`src/rtl/gb_stream_pkg.sv`:
```
// Shared definitions for the ghostbus stream host.
//   - gb_state_e : host FSM states
//   - command byte field positions (write flag, reserved bits, word count)
//   - ab_of/db_of: bytes per address and per data word on the byte stream
package gb_stream_pkg;

  typedef enum logic [2:0] {
    StIdle,
    StAddr,
    StWdata,
    StWstrobe,
    StRwait,
    StRsend
  } gb_state_e;

  // Command byte layout: [7] write, [6:4] reserved (must be 0), [3:0] words-1.
  localparam int unsigned WR_BIT  = 7;
  localparam int unsigned RSVD_HI = 6;
  localparam int unsigned RSVD_LO = 4;
  localparam int unsigned CNT_HI  = 3;
  localparam int unsigned CNT_LO  = 0;

  // Address bytes on the stream: ceil(aw / 8).
  function automatic int unsigned ab_of(input int unsigned aw);
    return (aw + 7) / 8;
  endfunction

  // Data bytes per word on the stream.
  function automatic int unsigned db_of(input int unsigned dw);
    return dw / 8;
  endfunction

endpackage

```
`src/rtl/gb_byte_shreg.sv`:
```
// Byte <-> word shift register used for both write assembly and read serialisation.
//   clk_i, rst_i   : clock, asynchronous active-high reset (clears the word)
//   load_byte_i    : shift byte_i in at the LSB end (stream is MSB first)
//   load_word_i    : parallel load of word_i (takes priority)
//   shift_i        : shift left by one byte, zero fill
//   word_o         : current word
//   word_next_o    : word as it will be after a load_byte of byte_i
//   msb_o          : current most-significant byte
module gb_byte_shreg #(
  parameter int unsigned DW = 32
) (
  input  logic          clk_i,
  input  logic          rst_i,
  input  logic          load_byte_i,
  input  logic [7:0]    byte_i,
  input  logic          load_word_i,
  input  logic [DW-1:0] word_i,
  input  logic          shift_i,
  output logic [DW-1:0] word_o,
  output logic [DW-1:0] word_next_o,
  output logic [7:0]    msb_o
);

  logic [DW-1:0] word_q, word_d;
  logic [DW+7:0] cat_byte;
  logic [DW+7:0] cat_zero;

  // Concatenate then truncate so DW == 8 needs no special-case slice.
  assign cat_byte = {word_q, byte_i};
  assign cat_zero = {word_q, 8'h00};

  assign word_next_o = cat_byte[DW-1:0];
  assign word_o      = word_q;
  assign msb_o       = word_q[DW-1 -: 8];

  always_comb begin
    word_d = word_q;
    if (load_word_i) begin
      word_d = word_i;
    end else if (load_byte_i) begin
      word_d = cat_byte[DW-1:0];
    end else if (shift_i) begin
      word_d = cat_zero[DW-1:0];
    end
  end

  always_ff @(posedge clk_i or posedge rst_i) begin
    if (rst_i) begin
      word_q <= '0;
    end else begin
      word_q <= word_d;
    end
  end

endmodule

```
`src/rtl/gb_stream_host.sv`:
```
// Byte-stream to ghostbus bridge.
// Packets: cmd byte, ceil(AW/8) address bytes (MSB first), then for writes N data words
// of DW/8 bytes each (MSB first). Reads return N words on the tx stream, MSB first.
//   clk, rst            : clock, asynchronous active-high reset
//   rx_data/valid/ready : command byte stream in
//   tx_data/valid/ready : response byte stream out
//   gb_addr/dout/din/we : ghostbus master (gb_clk is clk)
//   busy                : FSM not idle
//   err                 : one-cycle pulse on a rejected command byte
module gb_stream_host
  import gb_stream_pkg::*;
#(
  parameter int unsigned AW     = 12,
  parameter int unsigned DW     = 32,
  parameter int unsigned RD_LAT = 2
) (
  input  logic          clk,
  input  logic          rst,
  input  logic [7:0]    rx_data,
  input  logic          rx_valid,
  output logic          rx_ready,
  output logic [7:0]    tx_data,
  output logic          tx_valid,
  input  logic          tx_ready,
  output logic [AW-1:0] gb_addr,
  output logic [DW-1:0] gb_dout,
  input  logic [DW-1:0] gb_din,
  output logic          gb_we,
  output logic          busy,
  output logic          err
);

  localparam int unsigned AB = ab_of(AW);
  localparam int unsigned DB = db_of(DW);
  localparam logic [2:0] AB_LAST  = 3'(AB - 1);
  localparam logic [2:0] DB_LAST  = 3'(DB - 1);
  localparam logic [2:0] LAT_LAST = 3'(RD_LAT - 1);

  gb_state_e     state_q, state_d;
  logic [AW-1:0] addr_cur_q, addr_cur_d;
  logic [AW-1:0] gb_addr_q, gb_addr_d;
  logic [DW-1:0] gb_dout_q, gb_dout_d;
  logic [2:0]    byte_cnt_q, byte_cnt_d;
  logic [2:0]    wait_cnt_q, wait_cnt_d;
  logic [3:0]    word_cnt_q, word_cnt_d;
  logic          is_wr_q, is_wr_d;
  logic          err_q, err_d;
  logic          rdy_en_q;

  logic          sh_load_byte, sh_load_word, sh_shift;
  logic [DW-1:0] sh_word, sh_word_next;
  logic [7:0]    sh_msb;

  logic          rx_fire, tx_fire;
  logic [AW+7:0] addr_shifted;
  logic [AW-1:0] addr_inc;

  gb_byte_shreg #(
    .DW (DW)
  ) u_shreg (
    .clk_i       (clk),
    .rst_i       (rst),
    .load_byte_i (sh_load_byte),
    .byte_i      (rx_data),
    .load_word_i (sh_load_word),
    .word_i      (gb_din),
    .shift_i     (sh_shift),
    .word_o      (sh_word),
    .word_next_o (sh_word_next),
    .msb_o       (sh_msb)
  );

  // rx_ready is held low until the first edge after reset release.
  assign rx_ready = rdy_en_q &&
                    ((state_q == StIdle) || (state_q == StAddr) || (state_q == StWdata));
  assign tx_valid = (state_q == StRsend);
  assign gb_we    = (state_q == StWstrobe);
  assign busy     = (state_q != StIdle);
  assign err      = err_q;
  assign tx_data  = sh_msb;
  assign gb_addr  = gb_addr_q;
  assign gb_dout  = gb_dout_q;

  assign rx_fire = rx_valid && rx_ready;
  assign tx_fire = tx_valid && tx_ready;

  // Shifting MSB-first into an AW-wide register drops address bits above AW.
  assign addr_shifted = {addr_cur_q, rx_data};
  assign addr_inc     = addr_cur_q + AW'(1);

  always_comb begin
    state_d      = state_q;
    addr_cur_d   = addr_cur_q;
    gb_addr_d    = gb_addr_q;
    gb_dout_d    = gb_dout_q;
    byte_cnt_d   = byte_cnt_q;
    wait_cnt_d   = wait_cnt_q;
    word_cnt_d   = word_cnt_q;
    is_wr_d      = is_wr_q;
    err_d        = 1'b0;
    sh_load_byte = 1'b0;
    sh_load_word = 1'b0;
    sh_shift     = 1'b0;

    unique case (state_q)
      StIdle: begin
        if (rx_fire) begin
          if (rx_data[RSVD_HI:RSVD_LO] != 3'b000) begin
            err_d = 1'b1;
          end else begin
            is_wr_d    = rx_data[WR_BIT];
            word_cnt_d = rx_data[CNT_HI:CNT_LO];
            byte_cnt_d = '0;
            state_d    = StAddr;
          end
        end
      end

      StAddr: begin
        if (rx_fire) begin
          addr_cur_d = addr_shifted[AW-1:0];
          if (byte_cnt_q == AB_LAST) begin
            byte_cnt_d = '0;
            if (is_wr_q) begin
              state_d = StWdata;
            end else begin
              gb_addr_d  = addr_shifted[AW-1:0];
              wait_cnt_d = '0;
              state_d    = StRwait;
            end
          end else begin
            byte_cnt_d = byte_cnt_q + 3'd1;
          end
        end
      end

      StWdata: begin
        if (rx_fire) begin
          sh_load_byte = 1'b1;
          if (byte_cnt_q == DB_LAST) begin
            byte_cnt_d = '0;
            gb_addr_d  = addr_cur_q;
            gb_dout_d  = sh_word_next;
            state_d    = StWstrobe;
          end else begin
            byte_cnt_d = byte_cnt_q + 3'd1;
          end
        end
      end

      StWstrobe: begin
        addr_cur_d = addr_inc;
        if (word_cnt_q == 4'd0) begin
          state_d = StIdle;
        end else begin
          word_cnt_d = word_cnt_q - 4'd1;
          state_d    = StWdata;
        end
      end

      StRwait: begin
        if (wait_cnt_q == LAT_LAST) begin
          sh_load_word = 1'b1;
          wait_cnt_d   = '0;
          state_d      = StRsend;
        end else begin
          wait_cnt_d = wait_cnt_q + 3'd1;
        end
      end

      StRsend: begin
        if (tx_fire) begin
          sh_shift = 1'b1;
          if (byte_cnt_q == DB_LAST) begin
            byte_cnt_d = '0;
            addr_cur_d = addr_inc;
            if (word_cnt_q == 4'd0) begin
              state_d = StIdle;
            end else begin
              word_cnt_d = word_cnt_q - 4'd1;
              gb_addr_d  = addr_inc;
              state_d    = StRwait;
            end
          end else begin
            byte_cnt_d = byte_cnt_q + 3'd1;
          end
        end
      end

      default: state_d = StIdle;
    endcase
  end

  always_ff @(posedge clk or posedge rst) begin
    if (rst) begin
      state_q    <= StIdle;
      addr_cur_q <= '0;
      gb_addr_q  <= '0;
      gb_dout_q  <= '0;
      byte_cnt_q <= '0;
      wait_cnt_q <= '0;
      word_cnt_q <= '0;
      is_wr_q    <= 1'b0;
      err_q      <= 1'b0;
      rdy_en_q   <= 1'b0;
    end else begin
      state_q    <= state_d;
      addr_cur_q <= addr_cur_d;
      gb_addr_q  <= gb_addr_d;
      gb_dout_q  <= gb_dout_d;
      byte_cnt_q <= byte_cnt_d;
      wait_cnt_q <= wait_cnt_d;
      word_cnt_q <= word_cnt_d;
      is_wr_q    <= is_wr_d;
      err_q      <= err_d;
      rdy_en_q   <= 1'b1;
    end
  end

endmodule

```
`config.mk`:
```
export PLATFORM = sky130hd
export DESIGN_NAME = gb_stream_host
export DESIGN_NICKNAME = d
export VERILOG_FILES = /design/src/rtl/gb_stream_pkg.sv /design/src/rtl/gb_byte_shreg.sv /design/src/rtl/gb_stream_host.sv
export SDC_FILE = /design/constraint.sdc
export NUM_CORES = 1
export LEC_CHECK = 0
export ABC_AREA = 0
export BUFFER_PORTS_ARGS = -buffer_cell sky130_fd_sc_hd__clkbuf_2
export CORE_ASPECT_RATIO = 0.5
export CORE_UTILIZATION = 50
export DETAILED_ROUTE_END_ITERATION = 10
export GPL_TIMING_DRIVEN = 0
export PLACE_DENSITY_LB_ADDON = 0.05
export SETUP_SLACK_MARGIN = 0.4
export SYNTH_ARGS = -nofsm -noshare
export SYNTH_HDL_FRONTEND = slang
export SYNTH_HIERARCHICAL = 1
export SYNTH_SLANG_ARGS = --single-unit
```
`constraint.sdc`:
```
create_clock -name clk -period 6 [get_ports clk]
set_input_delay 0.9 -clock clk [delete_from_list [all_inputs] [get_ports clk]]
set_output_delay 0.9 -clock clk [all_outputs]
set_load 0.02 [all_outputs]
```
==> results of run 1 <==
==> how the worst min path moves through the flow <==
stage,endpoint,slack (ps),cells past startpoint
CTS,gb_dout[29]$_DFFE_PP0P_,460,2
global route,gb_dout[27]$_DFFE_PP0P_,470,2
global placement,gb_addr[0]$_DFFE_PP0P_,470,1
detailed placement,gb_addr[0]$_DFFE_PP0P_,470,1
floorplan,gb_dout[10]$_DFFE_PP0P_,460,1
finish,gb_dout[1]$_DFFE_PP0P_,460,2
==> layout make-up <==
| type | instances | area share |
|---|---|---|
| inverters | 15 | 0.00884 |
| well taps | 140 | 0.0263 |
| flip-flops and latches | 104 | 0.391 |
| multi-input cells | 381 | 0.405 |
| plain buffers | 50 | 0.0429 |
| repair buffers | 102 | 0.0835 |
| clock buffers | 11 | 0.0365 |
| clock inverters | 5 | 0.00583 |
==> metal layers <==
layer  up-vias  wire (um)  share of wire
met1      2369       7050           0.47
met3        25       1040          0.069
met2       180       6690           0.44
met4         0        267          0.018
li1       2255          -              -
met5         -          0              0
==> stage by stage <==
step | hold slack [ps] | util | power, mW | area (um^2)
3_5_place_dp | 470 | 0.600 | 3.11 | 6340
5_1_grt | 466 | 0.629 | 3.94 | 6650
2_1_floorplan | 463 | - | 2.56 | 5640
3_3_place_gp | 467 | 0.597 | 3.06 | 6310
6_report | 457 | 0.629 | 3.69 | 6650
4_1_cts | 459 | 0.627 | 3.68 | 6630
==> state kept, by name (all words and copies together) (netlist names) <==
register and flops:
gb_addr 12, u_shreg/word_o 32, err 1, addr_cur_q 12, state_q 3, wait_cnt_q 3
rdy_en_q 1, is_wr_q 1, word_cnt_q 4, byte_cnt_q 3, gb_dout 32
==> power by group <==
group	internal (mW)	total [mW]	switching (mW)
clock network	0.297	0.564	0.267
logic	0.768	1.91	1.14
registers	1.01	1.21	0.209
total	2.07	3.69	1.62
==> reports/summary.json, run 1 <==
{
  "timing.critical_path.to": {"value": "tx_valid"},
  "wire_length_of_the_first_global_routing_pass": {"value": 24500, "unit": "um"},
  "vdd_drop_max": {"value": 0.255, "unit": "mV"},
  "critPathBufInv": {"value": 4},
  "run_status": {"value": "finished with violations"},
  "first_pass_iters": {"value": 8},
  "antenna_left": {"value": 0},
  "register_area": {"value": 2600, "unit": "um^2"},
  "routed_via_density": {"value": 5.98},
  "fmax": {"value": 377, "unit": "MHz"},
  "synth_cells": {"value": 550},
  "layout_common_cells": {"value": "sky130_fd_sc_hd__dfrtp_1 (104), sky130_fd_sc_hd__clkbuf_2 (101), sky130_fd_sc_hd__a21oi_1 (40)"},
  "path_max_fanout": {"value": 10},
  "route.detailed.drc": {"value": 7},
  "count_of_cell_instances_traversed_by_the_critical_path": {"value": 5},
  "pin_count_of_the_biggest_net_entering_global_routing": {"value": 64},
  "chipWidth": {"value": 152, "unit": "um"},
  "finalNonFillerCells": {"value": 808},
  "dpl.cell_count": {"value": 791},
  "cts_repair_resize_count": {"value": 0},
  "worst_min_delay_path_category": {"value": "in2async"},
  "vias_in_the_first_global_route": {"value": 4665},
  "placeableCoreArea": {"value": 10600, "unit": "um^2"},
  "busiest_layer": {"value": "met2"},
  "crit-reg2reg-capture": {"value": "u_shreg/word_o[23]$_DFFE_PP0P_"},
  "grt.overflow.total": {"value": 0},
  "start_kind": {"value": "flop"},
  "syn_avg_cell_area": {"value": 10.3, "unit": "um^2"},
  "gp_routability_congestion": {"value": 0.933},
  "drt-total-wl": {"value": 15100, "unit": "um"},
  "timing_worst_slew_pin_value": {"value": 673, "unit": "ps"},
  "synthesis.area": {"value": 5640, "unit": "um^2"},
  "place.detailed.hpwl": {"value": 10900, "unit": "um"},
  "dr_total_vias": {"value": 4829},
  "max_slew_vio_count": {"value": 0},
  "drt_initial_violations": {"value": 394},
  "max_cap_viol_count": {"value": 0},
  "root_buffer": {"value": "sky130_fd_sc_hd__clkbuf_16"},
  "area.growth.synth_to_final": {"value": 18.0, "unit": "%"},
  "detail_route.wl_per_cell": {"value": 18.6, "unit": "um"},
  "path_delay_family": {"value": "buffers and inverters"},
  "max-clock-path-buffers": {"value": 2},
  "grt_setup_unrepaired": {"value": "no"},
  "finalWorstPathRequiredPeriod": {"value": 2650, "unit": "ps"},
  "post-place-ws": {"value": 3330, "unit": "ps"},
  "setup_slack": {"value": 3350, "unit": "ps"},
  "final_common_cell": {"value": "sky130_fd_sc_hd__dfrtp_1"},
  "path_class": {"value": "reg2out"},
  "final_setup_vio_count": {"value": 0},
  "num_io_pins": {"value": 101},
  "power_density_over_the_cells": {"value": 554, "unit": "nW/um^2"},
  "violations": {"value": "design-rule violations"},
  "die_height": {"value": 77.1, "unit": "um"},
  "clock_sinks": {"value": 104},
  "fraction_of_layout_cells_with_a_size_suffix_above_1": {"value": 0.259},
  "critPathMaxStageDelay": {"value": 320, "unit": "ps"},
  "r2r_setup_slack": {"value": 3420, "unit": "ps"},
  "path_clk_slew": {"value": 70, "unit": "ps"},
  "n_fill_cell": {"value": 919},
  "cell_with_the_most_instances_on_the_worst_path": {"value": "sky130_fd_sc_hd__buf_2"},
  "start_util": {"value": 0.533},
  "synth-warning-count": {"value": 6},
  "critPathArrivalTime": {"value": 1750, "unit": "ps"},
  "crit_start": {"value": "state_q[0]$_DFFE_PP0P_"},
  "totalNegativeSetupSlack": {"value": 0, "unit": "ps"},
  "reg2reg_from": {"value": "state_q[2]$_DFFE_PP0P_"},
  "final-hold-violation-count": {"value": 0},
  "tritoncts_clock_tree": {"value": "done"},
  "mappedNetlistNets": {"value": 600},
  "ctsHoldBuffers": {"value": 0},
  "fp.dieArea": {"value": 11700, "unit": "um^2"},
  "antenna_found_initial": {"value": 0},
  "timing.critical_path.cells": {"value": "buf_2, nand3b_1, inv_2, buf_2, clkbuf_2"},
  "grtUsageMet2": {"value": 0.418},
  "port_buffers": {"value": 100},
  "fin_skew": {"value": 8.15, "unit": "ps"},
  "r2r_depth": {"value": 8},
  "worst_slew_margin_relative_to_its_limit": {"value": 0.549},
  "global_route.usage.met3": {"value": 0.0644},
  "cts_buffers": {"value": 9},
  "finalCritPeriodShare": {"value": 0.442},
  "setup.worst_path.end_class": {"value": "primary output"},
  "grt_util_all_layers": {"value": 0.268},
  "antenna_cells_inserted": {"value": 0},
  "post_layout_net_count": {"value": 713},
  "cpMaxStageDelayCell": {"value": "sky130_fd_sc_hd__dfrtp_1"},
  "multiInputGateArea": {"value": 2700, "unit": "um^2"},
  "grt_use_met1": {"value": 0.368},
  "skew_pair_late_insertion_delay": {"value": 350, "unit": "ps"},
  "postCtsSetupBuffers": {"value": 0},
  "crit_required": {"value": 5100, "unit": "ps"},
  "standard_cell_row_count": {"value": 26},
  "clock_tree.htree_level_count": {"value": 3},
  "power_leakage": {"value": 3.16, "unit": "nW"}
}
(Power assumes the default switching activity.)
==> run 2: changes to the inputs <==
- clock period: 6 -> 2.6 ns (I/O delays scaled with it)
==> run 2 against run 1 <==
Against the previous run:
- the run still ends with design-rule violations left
- core utilization increased by 0.66 points
- setup slack got worse by 2900 ps
- largest cell class unchanged
- worst hold slack got worse by 380 ps
- die area unchanged
- clock skew increased by 3.1 ps
- clock-buffer cell count decreased by 1
- critical path type unchanged
- sequential share of layout area decreased by 0.39 points
==> reports/summary.json, run 2 (same netlist as run 1, synthesis figures left out) <==
{
  "run_status": {"value": "finished with violations"},
  "violations": {"value": "design-rule violations"},
  "dpl.cell_count": {"value": 791, "change": "unchanged"},
  "timing_worst_slew_pin_value": {"value": 791, "unit": "ps", "change": "+118 ps"},
  "path_clk_slew": {"value": 80, "unit": "ps", "change": "about the same"},
  "cts_buffers": {"value": 9, "change": "unchanged"},
  "totalNegativeSetupSlack": {"value": 0, "unit": "ps", "change": "unchanged"},
  "routed_via_density": {"value": 5.87, "change": "-1.8%"},
  "n_fill_cell": {"value": 890, "change": "-3.2%"},
  "setup.worst_path.end_class": {"value": "primary output"},
  "clock_tree.htree_level_count": {"value": 3, "change": "unchanged"},
  "setup_slack": {"value": 475, "unit": "ps", "change": "-2870 ps"},
  "wire_length_of_the_first_global_routing_pass": {"value": 24400, "unit": "um", "change": "-0.59%"},
  "power_leakage": {"value": 3.19, "unit": "nW", "change": "+1.1%"},
  "share_clk_of_total_power": {"value": 0.154, "change": "about the same"},
  "worst_min_delay_path_category": {"value": "in2async"},
  "drt-total-wl": {"value": 15100, "unit": "um", "change": "unchanged"},
  "chipWidth": {"value": 152, "unit": "um", "change": "unchanged"},
  "sequential_fraction_of_design_power": {"value": 0.326, "change": "-0.003"},
  "pin_count_of_the_biggest_net_entering_global_routing": {"value": 41, "change": "-36%"},
  "dr_total_vias": {"value": 4750, "change": "-1.6%"},
  "post_layout_net_count": {"value": 714, "change": "+0.14%"},
  "antenna_left": {"value": 0, "change": "unchanged"},
  "root_buffer": {"value": "sky130_fd_sc_hd__clkbuf_16"},
  "route.detailed.drc": {"value": 11, "change": "+4"},
  "die_height": {"value": 77.1, "unit": "um", "change": "unchanged"},
  "finalCritPeriodShare": {"value": 0.817},
  "grt_setup_unrepaired": {"value": "yes"},
  "place.detailed.hpwl": {"value": 10900, "unit": "um", "change": "-0.49%"},
  "post-place-ws": {"value": 72.7, "unit": "ps", "change": "-3260 ps"},
  "start_util": {"value": 0.533, "change": "unchanged"},
  "final_core_utilization": {"value": 0.636, "change": "+0.00663"},
  "skew_pair_late_insertion_delay": {"value": 350, "unit": "ps", "change": "about the same"},
  "netSwitchingFraction": {"value": 0.438, "change": "-0.00110"},
  "clock_sinks": {"value": 104, "change": "unchanged"},
  "path_class": {"value": "reg2out"},
  "power.combinational.fraction": {"value": 0.520, "change": "+0.002"},
  "fin_skew": {"value": 11.3, "unit": "ps", "change": "+3.13 ps"},
  "num_io_pins": {"value": 101, "change": "unchanged"},
  "crit_required": {"value": 2210, "unit": "ps", "change": "-2890 ps"},
  "hold_ws": {"value": 76.0, "unit": "ps", "change": "-381 ps"},
  "grt_util_all_layers": {"value": 0.265, "change": "-0.00300"},
  "overall_power_of_the_completed_layout": {"value": 8.63, "unit": "mW", "change": "+130%"},
  "finalWorstPathRequiredPeriod": {"value": 2130, "unit": "ps"},
  "grt.overflow.total": {"value": 0, "change": "unchanged"},
  "p_switching": {"value": 3.78, "unit": "mW", "change": "+130%"},
  "drt_initial_violations": {"value": 354, "change": "-10%"},
  "start_kind": {"value": "flop"},
  "critPathArrivalTime": {"value": 1740, "unit": "ps", "change": "about the same"},
  "standard_cell_row_count": {"value": 26, "change": "unchanged"},
  "vdd_drop_max": {"value": 0.623, "unit": "mV", "change": "+140%"},
  "finalNonFillerCells": {"value": 809, "change": "+0.12%"},
  "detailed_place.area": {"value": 6340, "unit": "um^2", "change": "about the same"},
  "fp.dieArea": {"value": 11700, "unit": "um^2", "change": "unchanged"},
  "path_max_fanout": {"value": 10, "change": "unchanged"},
  "fmax": {"value": 471, "unit": "MHz"},
  "final_common_cell": {"value": "sky130_fd_sc_hd__clkbuf_2"},
  "fraction_of_layout_cells_with_a_size_suffix_above_1": {"value": 0.283, "change": "+0.0235"},
  "antenna_found_initial": {"value": 0, "change": "unchanged"},
  "internal-power": {"value": 4.85, "unit": "mW", "change": "+130%"},
  "antenna_cells_inserted": {"value": 0, "change": "unchanged"},
  "power_density_over_the_cells": {"value": 1280, "unit": "nW/um^2", "change": "+130%"},
  "placeableCoreArea": {"value": 10600, "unit": "um^2", "change": "unchanged"},
  "layout_common_cells": {"value": "sky130_fd_sc_hd__clkbuf_2 (105), sky130_fd_sc_hd__dfrtp_1 (103), sky130_fd_sc_hd__a21oi_1 (40)"},
  "post_route_cell_area": {"value": 6720, "unit": "um^2", "change": "+1.1%"},
  "final_setup_vio_count": {"value": 0, "change": "unchanged"},
  "port_buffers": {"value": 100, "change": "unchanged"},
  "vias_in_the_first_global_route": {"value": 4511, "change": "-3.3%"},
  "max-clock-path-buffers": {"value": 2, "change": "unchanged"},
  "max_cap_viol_count": {"value": 0, "change": "unchanged"},
  "area.growth.synth_to_final": {"value": 19.2, "unit": "%"},
  "final-hold-violation-count": {"value": 0, "change": "unchanged"},
  "tritoncts_clock_tree": {"value": "done"},
  "max_slew_vio_count": {"value": 0, "change": "unchanged"},
  "gp_routability_congestion": {"value": 0.948, "change": "+1.6%"},
  "worst_slew_margin_relative_to_its_limit": {"value": 0.471, "change": "-0.0773"},
  "first_pass_iters": {"value": 8, "change": "unchanged"},
  "detail_route.wl_per_cell": {"value": 18.6, "unit": "um", "change": "-0.12%"}
}
## run 2: per-layer routing
layer / wire, um / up-vias / share of wire / GRT usage
met5: 0 / - / 0 / 0
met4: 99 / 0 / 0.0066 / 0.0520
met3: 849 / 9 / 0.056 / 0.0458
met2: 6900 / 152 / 0.46 / 0.425
met1: 7210 / 2344 / 0.48 / 0.378
li1: - / 2245 / - / -
## run 2: layout make-up
type | count | area [um^2] | area share
multi-input cells | 381 | 2730 | 0.406
flip-flops and latches | 104 | 2600 | 0.387
repair buffers | 103 | 556 | 0.0826
plain buffers | 50 | 308 | 0.0458
clock buffers | 10 | 239 | 0.0355
well taps | 140 | 175 | 0.0261
inverters | 15 | 60.1 | 0.00893
clock inverters | 6 | 50.0 | 0.00744
## run 2: what timing repair did
action / 4_1_cts / 5_1_grt
setup buffers: 1 / 0
hold buffers: 0 / 0
resized for setup: 9 / 18
endpoints found under the setup margin: 34 / 71
pin swaps: 0 / 1
## run 2: final timing paths
kind,start,endpoint,slack (ps),cells past startpoint
max,state_q[0]$_DFFE_PP0P_,rx_ready,470,6
min,rst,u_shreg/word_o[15]$_DFFE_PP0P_,80,2
max reg2reg,byte_cnt_q[0]$_DFFE_PP0P_,gb_addr[6]$_DFFE_PP0P_,520,7
min reg2reg,gb_dout[24]$_DFFE_PP0P_,gb_dout[24]$_DFFE_PP0P_,490,1
max in group asynchronous,rst,state_q[2]$_DFFE_PP0P_,1750,3
min in group clk,gb_din[31],u_shreg/word_o[31]$_DFFE_PP0P_,280,2
## run 2: power groups by stage
stage	logic (mW)	registers, mW	clock network (mW)
2_1_floorplan	2.83	3.09	0
3_3_place_gp	4.26	2.81	0
3_5_place_dp	4.33	2.83	0
4_1_cts	4.39	2.80	1.36
5_1_grt	4.89	2.90	1.41
6_report	4.48	2.81	1.33
## run 2: worst max-delay path: stages, from the launching register on
cell and delay (ps):
sky130_fd_sc_hd__dfrtp_1 320, sky130_fd_sc_hd__buf_2 210, sky130_fd_sc_hd__buf_4 230, sky130_fd_sc_hd__buf_2 240, sky130_fd_sc_hd__nand2_1 80, sky130_fd_sc_hd__and3_1 170, sky130_fd_sc_hd__clkbuf_2 150
